==> config.mk <==
export PLATFORM = sky130hd
export DESIGN_NAME = mmu_bus_arbiter
export DESIGN_NICKNAME = d
export VERILOG_FILES = /design/src/rtl/mmu_arb_pkg.sv /design/src/rtl/arb_starve_counter.sv /design/src/rtl/mmu_bus_arbiter.sv
export SDC_FILE = /design/constraint.sdc
export NUM_CORES = 1
export LEC_CHECK = 0
export BUFFER_PORTS_ARGS = -buffer_cell sky130_fd_sc_hd__clkbuf_2
export CORE_AREA = 2 2 133 135
export DETAILED_ROUTE_END_ITERATION = 7
export DIE_AREA = 0 0 135 137
export PLACE_DENSITY = 0.45
export SLEW_MARGIN = 25
export SYNTH_ARGS = -nofsm -noshare
export SYNTH_HDL_FRONTEND = slang
export SYNTH_HIERARCHICAL = 1
export SYNTH_SLANG_ARGS = --single-unit
==> constraint.sdc <==
create_clock -name clk -period 3.6 [get_ports clk]
set_input_delay 0.72 -clock clk [delete_from_list [all_inputs] [get_ports clk]]
set_output_delay 0.72 -clock clk [all_outputs]
set_load 0.01 [all_outputs]
==> src/rtl/mmu_arb_pkg.sv <==
// Shared types and constants for the MMU bus arbiter.
package mmu_arb_pkg;

    // Width of the per-requester starvation counters.
    localparam int unsigned STARVE_W = 4;

    // Owner of the read response that is currently in flight. It doubles as the
    // encoding of which requester holds the bus in the current cycle.
    typedef enum logic [1:0] {
        OWN_NONE = 2'd0,
        OWN_I    = 2'd1,
        OWN_D    = 2'd2,
        OWN_X    = 2'd3
    } owner_t;

    // Arbitration mode: normal priority or an X burst that holds the bus.
    typedef enum logic {
        ARB_IDLE   = 1'b0,
        ARB_XBURST = 1'b1
    } arb_state_t;

endpackage

==> src/rtl/arb_starve_counter.sv <==
// Saturating wait counter. It counts consecutive cycles in which the requester
// asked for the bus and was refused. It promotes the requester once the count
// reaches LIMIT.
module arb_starve_counter
    import mmu_arb_pkg::*;
#(
    parameter int unsigned LIMIT = 4
) (
    input  logic clk,
    input  logic rst,
    input  logic req,
    input  logic gnt,
    output logic promote
);

    localparam logic [STARVE_W-1:0] LIMIT_C = STARVE_W'(LIMIT);

    logic [STARVE_W-1:0] cnt_q;
    logic [STARVE_W-1:0] cnt_d;

    // Next count: clear when idle or served, otherwise count up to the limit.
    always_comb begin
        cnt_d = cnt_q;
        if (!req || gnt) begin
            cnt_d = '0;
        end else if (cnt_q != LIMIT_C) begin
            cnt_d = cnt_q + STARVE_W'(1);
        end
    end

    // Counter register with asynchronous clear.
    always_ff @(posedge clk or posedge rst) begin
        if (rst) begin
            cnt_q <= '0;
        end else begin
            cnt_q <= cnt_d;
        end
    end

    assign promote = (cnt_q == LIMIT_C);

endmodule

==> src/rtl/mmu_bus_arbiter.sv <==
// Arbiter that shares the single-port MMU bus between instruction fetch (I),
// data load/store (D) and the display DMA reader (X). It grants one access per
// cycle and returns the 1-cycle-latency read data to the requester that owns it.
// Starvation counters on I and X let those requesters overtake D. A locked X
// burst holds the bus until its last beat.
module mmu_bus_arbiter
    import mmu_arb_pkg::*;
#(
    parameter int unsigned ADDR_W       = 32,
    parameter int unsigned DATA_W       = 32,
    parameter int unsigned STARVE_LIMIT = 4
) (
    input  logic                clk,
    input  logic                rst,

    input  logic                i_req,
    input  logic [ADDR_W-1:0]   i_addr,
    output logic                i_gnt,
    output logic                i_rvalid,
    output logic [DATA_W-1:0]   i_rdata,

    input  logic                d_req,
    input  logic                d_we,
    input  logic [DATA_W/8-1:0] d_strb,
    input  logic [ADDR_W-1:0]   d_addr,
    input  logic [DATA_W-1:0]   d_wdata,
    output logic                d_gnt,
    output logic                d_rvalid,
    output logic [DATA_W-1:0]   d_rdata,

    input  logic                x_req,
    input  logic                x_lock,
    input  logic [ADDR_W-1:0]   x_addr,
    output logic                x_gnt,
    output logic                x_rvalid,
    output logic [DATA_W-1:0]   x_rdata,

    output logic [ADDR_W-1:0]   mem_addr,
    output logic [DATA_W-1:0]   mem_wr_data,
    output logic                mem_wr_ena,
    output logic [DATA_W/8-1:0] mem_wr_strb,
    input  logic [DATA_W-1:0]   mem_rd_data
);

    arb_state_t state_q;
    arb_state_t state_d;
    owner_t     owner_q;
    owner_t     owner_d;
    owner_t     sel;

    logic       i_promote;
    logic       x_promote;

    arb_starve_counter #(
        .LIMIT (STARVE_LIMIT)
    ) u_cnt_i (
        .clk     (clk),
        .rst     (rst),
        .req     (i_req),
        .gnt     (i_gnt),
        .promote (i_promote)
    );

    arb_starve_counter #(
        .LIMIT (STARVE_LIMIT)
    ) u_cnt_x (
        .clk     (clk),
        .rst     (rst),
        .req     (x_req),
        .gnt     (x_gnt),
        .promote (x_promote)
    );

    // Pick this cycle's bus owner. The order is: burst X, then starved I, then
    // starved X, then D, I, X. Nothing is granted while reset is held.
    always_comb begin
        sel = OWN_NONE;
        if (!rst) begin
            if (state_q == ARB_XBURST && x_req) begin
                sel = OWN_X;
            end else if (i_promote && i_req) begin
                sel = OWN_I;
            end else if (x_promote && x_req) begin
                sel = OWN_X;
            end else if (d_req) begin
                sel = OWN_D;
            end else if (i_req) begin
                sel = OWN_I;
            end else if (x_req) begin
                sel = OWN_X;
            end
        end
    end

    assign i_gnt = (sel == OWN_I);
    assign d_gnt = (sel == OWN_D);
    assign x_gnt = (sel == OWN_X);

    // Steer the memory bus from the granted requester. Only D can write. A D
    // read drives no strobes, and a D write with no strobes raises no write
    // enable.
    always_comb begin
        mem_addr    = '0;
        mem_wr_data = '0;
        mem_wr_ena  = 1'b0;
        mem_wr_strb = '0;
        unique case (sel)
            OWN_I: mem_addr = i_addr;
            OWN_X: mem_addr = x_addr;
            OWN_D: begin
                mem_addr    = d_addr;
                mem_wr_data = d_wdata;
                mem_wr_ena  = d_we && (d_strb != '0);
                mem_wr_strb = d_we ? d_strb : '0;
            end
            default: ;
        endcase
    end

    // Burst mode tracking. A granted X beat with lock set keeps or enters the
    // burst. An unlocked granted beat, or X dropping its request, ends it.
    always_comb begin
        state_d = state_q;
        unique case (state_q)
            ARB_IDLE: begin
                if (x_gnt && x_lock) begin
                    state_d = ARB_XBURST;
                end
            end
            ARB_XBURST: begin
                if (!x_req || (x_gnt && !x_lock)) begin
                    state_d = ARB_IDLE;
                end
            end
            default: state_d = ARB_IDLE;
        endcase
    end

    // Tag the response owner for the next cycle. Writes return nothing.
    always_comb begin
        owner_d = OWN_NONE;
        unique case (sel)
            OWN_I:   owner_d = OWN_I;
            OWN_X:   owner_d = OWN_X;
            OWN_D:   owner_d = d_we ? OWN_NONE : OWN_D;
            default: owner_d = OWN_NONE;
        endcase
    end

    // Arbitration state and response-owner registers. Reset drops any
    // in-flight response.
    always_ff @(posedge clk or posedge rst) begin
        if (rst) begin
            state_q <= ARB_IDLE;
            owner_q <= OWN_NONE;
        end else begin
            state_q <= state_d;
            owner_q <= owner_d;
        end
    end

    // Return read data to the requester that owns it. All other requesters
    // see zero.
    always_comb begin
        i_rvalid = (owner_q == OWN_I);
        d_rvalid = (owner_q == OWN_D);
        x_rvalid = (owner_q == OWN_X);
        i_rdata  = i_rvalid ? mem_rd_data : '0;
        d_rdata  = d_rvalid ? mem_rd_data : '0;
        x_rdata  = x_rvalid ? mem_rd_data : '0;
    end

endmodule

# Word level (Yosys, flattened, before mapping)
# Index checks and enable logic that the tools add are counted.
dict set report totals {
  regBits 11
  latchBits 0
  ramBits 0
  romBits 0
  inputBits 171
  output_inout_bits 171
  word_cells 56
  n_memories 0
}
dict set report classes {
  add_sub_neg 2
  n_mul 0
  div 0
  n_lt_le_gt_ge 0
  n_eq_ne 10
  shift 0
  mux 24
  n_bitwise 1
  reduce_logical 15
}
# cell n
set ops {}
lappend ops {{$mux 32} 4}
lappend ops {{$pmux 32 s3} 1}
lappend ops {{$mux 4} 6}
lappend ops {{$mux 2} 8}
lappend ops {{$add 4x1->4 const B} 2}
lappend ops {{$eq 2x2->1 const B} 4}
lappend ops {{$eq 4x3->1 const B} 2}
lappend ops {{$ne 4x3->1 const B} 2}
lappend ops {{$logic_and 1x1->1} 6}
lappend ops {{$pmux 2 s3} 1}
lappend ops {{$eq 2x1->1 const B} 2}
lappend ops {{$reduce_bool 2->1} 2}
lappend ops {{$reduce_bool 4->1} 1}
lappend ops {{$logic_not 1->1} 3}
lappend ops {{$logic_or 1x1->1} 3}
lappend ops {{$mux 1} 3}
lappend ops {{$pmux 1 s2} 1}
lappend ops {{$not 1->1} 1}

# Longest topological paths before layout
dict set report logic_depth {
  ltp_word 12
  mapped_depth 10
  mapped_depth_nobuf 8
}

# Hierarchy
# The synthesis kept the hierarchy.
# mod instances cells_each area_per_inst_um2 seq_area_each_um2
set modules_own_cells {}
lappend modules_own_cells {mmu_bus_arbiter 1 251 1890.6 75.1}
lappend modules_own_cells {arb_starve_counter 2 24 255.2 100.1}

# Worst setup path before layout
# No wires, ideal clock.
dict set report synth_path {
  path_kind {reg2out}
  from {register u_cnt_x.cnt_q[0]}
  to {output mem_wr_data[10]}
  arrival_time_ns 2.118
  required_time_ns 2.880
  slack_ns 0.762
  stages_incl_launch_ff 10
  n_path_buf 3
  cell_sequence {dfrtp_1 -> inv_1 -> ha_1 -> and3b_1 -> clkbuf_1 -> or3b_1 -> a22oi_4 -> buf_8 -> buf_6 -> and3_1}
}
dict set report synth_via {
  elab_chain_cells 8
}
# item line
set synth_lines {}
lappend synth_lines {{start: declaration} arb_starve_counter.sv:18} ;# logic [STARVE_W-1:0] cnt_q;
lappend synth_lines {{start signal: assignment} arb_starve_counter.sv:36} ;# cnt_q <= cnt_d;
lappend synth_lines {{$eq 4x3->1} arb_starve_counter.sv:40} ;# assign promote = (cnt_q == LIMIT_C);
lappend synth_lines {{named net x_promote} mmu_bus_arbiter.sv:52} ;# logic x_promote;
lappend synth_lines {{$logic_and 1x1->1} mmu_bus_arbiter.sv:83} ;# end else if (x_promote && x_req) begin
lappend synth_lines {{$mux 2} mmu_bus_arbiter.sv:83}
lappend synth_lines {{$mux 2} mmu_bus_arbiter.sv:81} ;# end else if (i_promote && i_req) begin
lappend synth_lines {{$mux 2} mmu_bus_arbiter.sv:79} ;# if (state_q == ARB_XBURST && x_req) begin
lappend synth_lines {{$mux 2} mmu_bus_arbiter.sv:78} ;# if (!rst) begin
lappend synth_lines {{$eq 2x2->1} mmu_bus_arbiter.sv:107} ;# unique case (sel)
lappend synth_lines {{$mux 32} mmu_bus_arbiter.sv:107}
lappend synth_lines {{end: declaration} mmu_bus_arbiter.sv:39} ;# output logic [DATA_W-1:0] mem_wr_data,
# The timed path passes the listed nets, and every way through them passes these cells.

# Final worst setup path
dict set report layout_path {
  from {register u_cnt_x.cnt_q[0]}
  to {output mem_addr[21]}
}
dict set report layout_via {
  elab_chain_cells 8
  elab_cells_between_ends 10
  cone_classes {4 x eq/ne; 5 x mux; 1 x reduce/logical}
}
# item line
set layout_lines {}
lappend layout_lines {{$eq 4x3->1 *} arb_starve_counter.sv:40}
lappend layout_lines {{named net x_promote} mmu_bus_arbiter.sv:52}
lappend layout_lines {{$logic_and 1x1->1 *} mmu_bus_arbiter.sv:83}
lappend layout_lines {{$mux 2 *} mmu_bus_arbiter.sv:83}
lappend layout_lines {{$mux 2 *} mmu_bus_arbiter.sv:81}
lappend layout_lines {{$mux 2 *} mmu_bus_arbiter.sv:79}
lappend layout_lines {{$mux 2 *} mmu_bus_arbiter.sv:78}
lappend layout_lines {{$eq 2x2->1 or $eq 2x1->1 (tied branches)} mmu_bus_arbiter.sv:107}
lappend layout_lines {{$pmux 32 s3 *} mmu_bus_arbiter.sv:107}
lappend layout_lines {{end: declaration} mmu_bus_arbiter.sv:38} ;# output logic [ADDR_W-1:0] mem_addr,
# The timed path passes the listed nets; every way through them passes the cells marked *.

==> impl_results.md <==
- PostCTS Resize Cnt: 0
- Cells on worst reg2reg path: 10
- Synth Flop Type: dfrtp_1
- Setup TNS Final: 0 ps
- Slowest-stage cell, CP: or3b_1
- Most frequent cells in the layout: clkbuf_2, and2_1, and3_1
- Area of the multi-input gates: a little under 2000 sq um
- TritonCTS clock tree: yes
- Bufs and invs on worst path: 3
- Pleak: roughly 2.8 nW
- Commonest non-fill, non-tap cell in the layout: clkbuf_2
- Wire per inst: about 14 um
- Area of the mapped netlist: 2401 sq um
- Peak supply drop: 0.0001182 V
- Count of cell types in the netlist: 34
- Fill cells: about 1.9k
- Largest cells by area after synthesis: and2_1, and3_1, mux2i_1
- TritonCTS Sinks: 11
- Critical Path Max Stage Delay: 410 ps
- Detailed placement HPWL: roughly 10000 um
- Drt first-iter violations: 71
- Register area: around 280 sq um
- Total GRT Usage: approximately 12%
- Worst clock skew: 1.678 ps
- Core ar.: between 15000 and 20000 sq um
- Syn_nets: ~470
- Routed vias/inst: approximately 4.1
- I/O pin cnt: around 340
- Drt total wl: around 12000 um
- CP endpoint kind: output port
- Clock insertion delay at the later pin of the skew report: 240 ps
- CP required: roughly 2900 ps
- Synth warnings: 6
- Layout cells sized above 1: 58.04%
- Routed via count: 3438
- Worst-path fanout max: between 40 and 50
- CTS Buffer Depth: 2
- Max Slew Vio Count: 0
- Global-route wire length before repair: between 15000 and 20000 um
- Postcts setup bufs: 0
- Antenna viol nets, final: 0
- #FFs+latches synth: 11
- Reg2Reg Setup Slack: approximately 850 ps
- Clk slew on worst S/H paths: about 40 ps
- Post-synthesis async set-or-reset flop share: 100.0%
- Initial antenna violation count: 0
- PortBufs: around 340
- Seq/Total Area, Yosys: between 10% and 20%
- 1st-pass router iterations: 4
- HP Class: in -> async
- Die height: around 140 um
- R2R Path End: u_cnt_i/cnt_q[3]
- Mapped Cells: ~300
- Cts-stage hold buffer count: 0
- Vias in the first global route: roughly 3.2k
- Status: complete, no violations
- Mean post-synth cell area: ~8.0 sq um
- Die area: ~18000 sq um
- Largest net degree at the start of global routing: 49
- Number of synthesized flops with an enable pin: 0
- Worst Path Arrival: around 2600 ps
- Total power: between 0.001 and 0.0015 W
- Top-area cell type share of the netlist area: between 10% and 20%
- Rel. slew slack: 64.92%
- Crit share post-route: a little over 90%
- Crit Path Category: reg -> out
- FF-to-FF Start: u_cnt_x/cnt_q[0]
- Area delta synth->final: 83.43%
- Worst Tran Pin Value: ~520 ps
- Final Instance Area: around 4400 sq um
- Row count: 48
- Die X: 135 um
- Max H-tree Level: 1
- Hold Fails Final Rpt: 0
- TritonCTS buffer count: 3
- MaxCap Viol Count: 0
- # diodes: 0
- Drc violations: 0
- CP delay by family, top: simple AND/OR/NAND/NOR gates
- Min cycle time layout: ~3300 ps
- Area leader, netlist: and2_1
- Nets: around 800
- Worst hold margin: just over 500 ps
- Fmax: 298.9 MHz
- Cell Chain, Critical Path: inv_1 > ha_1 > and3b_1 > or3b_1 > a22oi_4 > buf_12 > mux2i_1 > o2bb2ai_1 > clkbuf_2
- RSZ-0062 raised after global routing: no
- Placed Area: 4325 sq um
- Starting density of the core: 14.08%
- GRT Residual Overflow: 0
- Startpoint type of the worst setup path: flip-flop
- Power per cell area: ~270 nW/um^2
- Clk root buf: clkbuf_16
- Dpl ws: a little over 500 ps
- Final WS setup: approximately 250 ps
- Setup Viol. Count Final: 0
- Final Wtd Congestion: a little under 0.8
[final cells by class]
type	count	area share [%]
well taps	225	6.392
repair buffers	350	41.14
clock buffers	4	1.790
multi-input cells	248	43.66
flip-flops and latches	11	6.250
inverters	9	0.7670
[cells by family (layout without fill, tap and decap cells)]
| kind of cell | Yosys count | count (layout) | synth area share (%) |
|---|---|---|---|
| compound gates | 41 | 41 | 16.36 |
| buf+inv | 40 | 363 | 8.962 |
| mux | 38 | 38 | 15.84 |
| simple gates | 163 | 163 | 44.56 |
| fa+ha+maj | 4 | 4 | 2.085 |
| xor+xnor | 2 | 2 | 0.7297 |
| flops | 11 | 11 | 11.46 |
[state kept, by name (all words and copies together) (netlist names)]
signal and cells:
u_cnt_i/cnt_q 4, u_cnt_x/cnt_q 4, owner_q 2, state_q 1
[layer usage]
layer  up-vias  part of all wire, %  wire length (um)  global-route usage [%]
met5         -                    0                 0                       0
met4         0                  1.4               167                   2.257
met3        11                  9.6              1181                   2.815
met2       213                   50              6075                   22.98
met1      1492                   39              4824                   13.62
li1       1722                    -                 -                       -
[power breakdown]
group	switching (W)	leakage, nW	internal, W
logic	0.000436	2.60	0.000373
clock network	0.0000557	0.0382	0.000149
registers	0.0000248	0.146	0.000147
total	0.000517	2.79	0.000669
[how the worst max path moves through the flow]
stage	from	end	cells after the start
floorplan	u_cnt_x/cnt_q[0]	mem_wr_data[10]	9
global placement	u_cnt_x/cnt_q[0]	mem_addr[21]	9
CTS	u_cnt_x/cnt_q[0]	mem_addr[30]	9
detailed placement	u_cnt_x/cnt_q[0]	mem_addr[30]	9
finish	u_cnt_x/cnt_q[0]	mem_addr[21]	9
global route	u_cnt_x/cnt_q[0]	mem_addr[30]	9
[cell usage after synthesis, types with 4 or more instances]
cell type  instances
clkbuf_1          18
inv_1              9
nand3b_1           8
and3_1            65
mux2i_1           38
ha_1               4
buf_2              6
and2_1            70
dfrtp_1           11
o2bb2ai_1         30
[metrics by stage]
stage | cells | util, %
final | 847 | 25.82
after global routing | 847 | 25.82
after CTS | 847 | 25.82
after detailed placement | 843 | 25.36
after global placement | 843 | 25.36
after floorplan | 299 | -
Note: power is estimated with default switching activity, not from simulation.
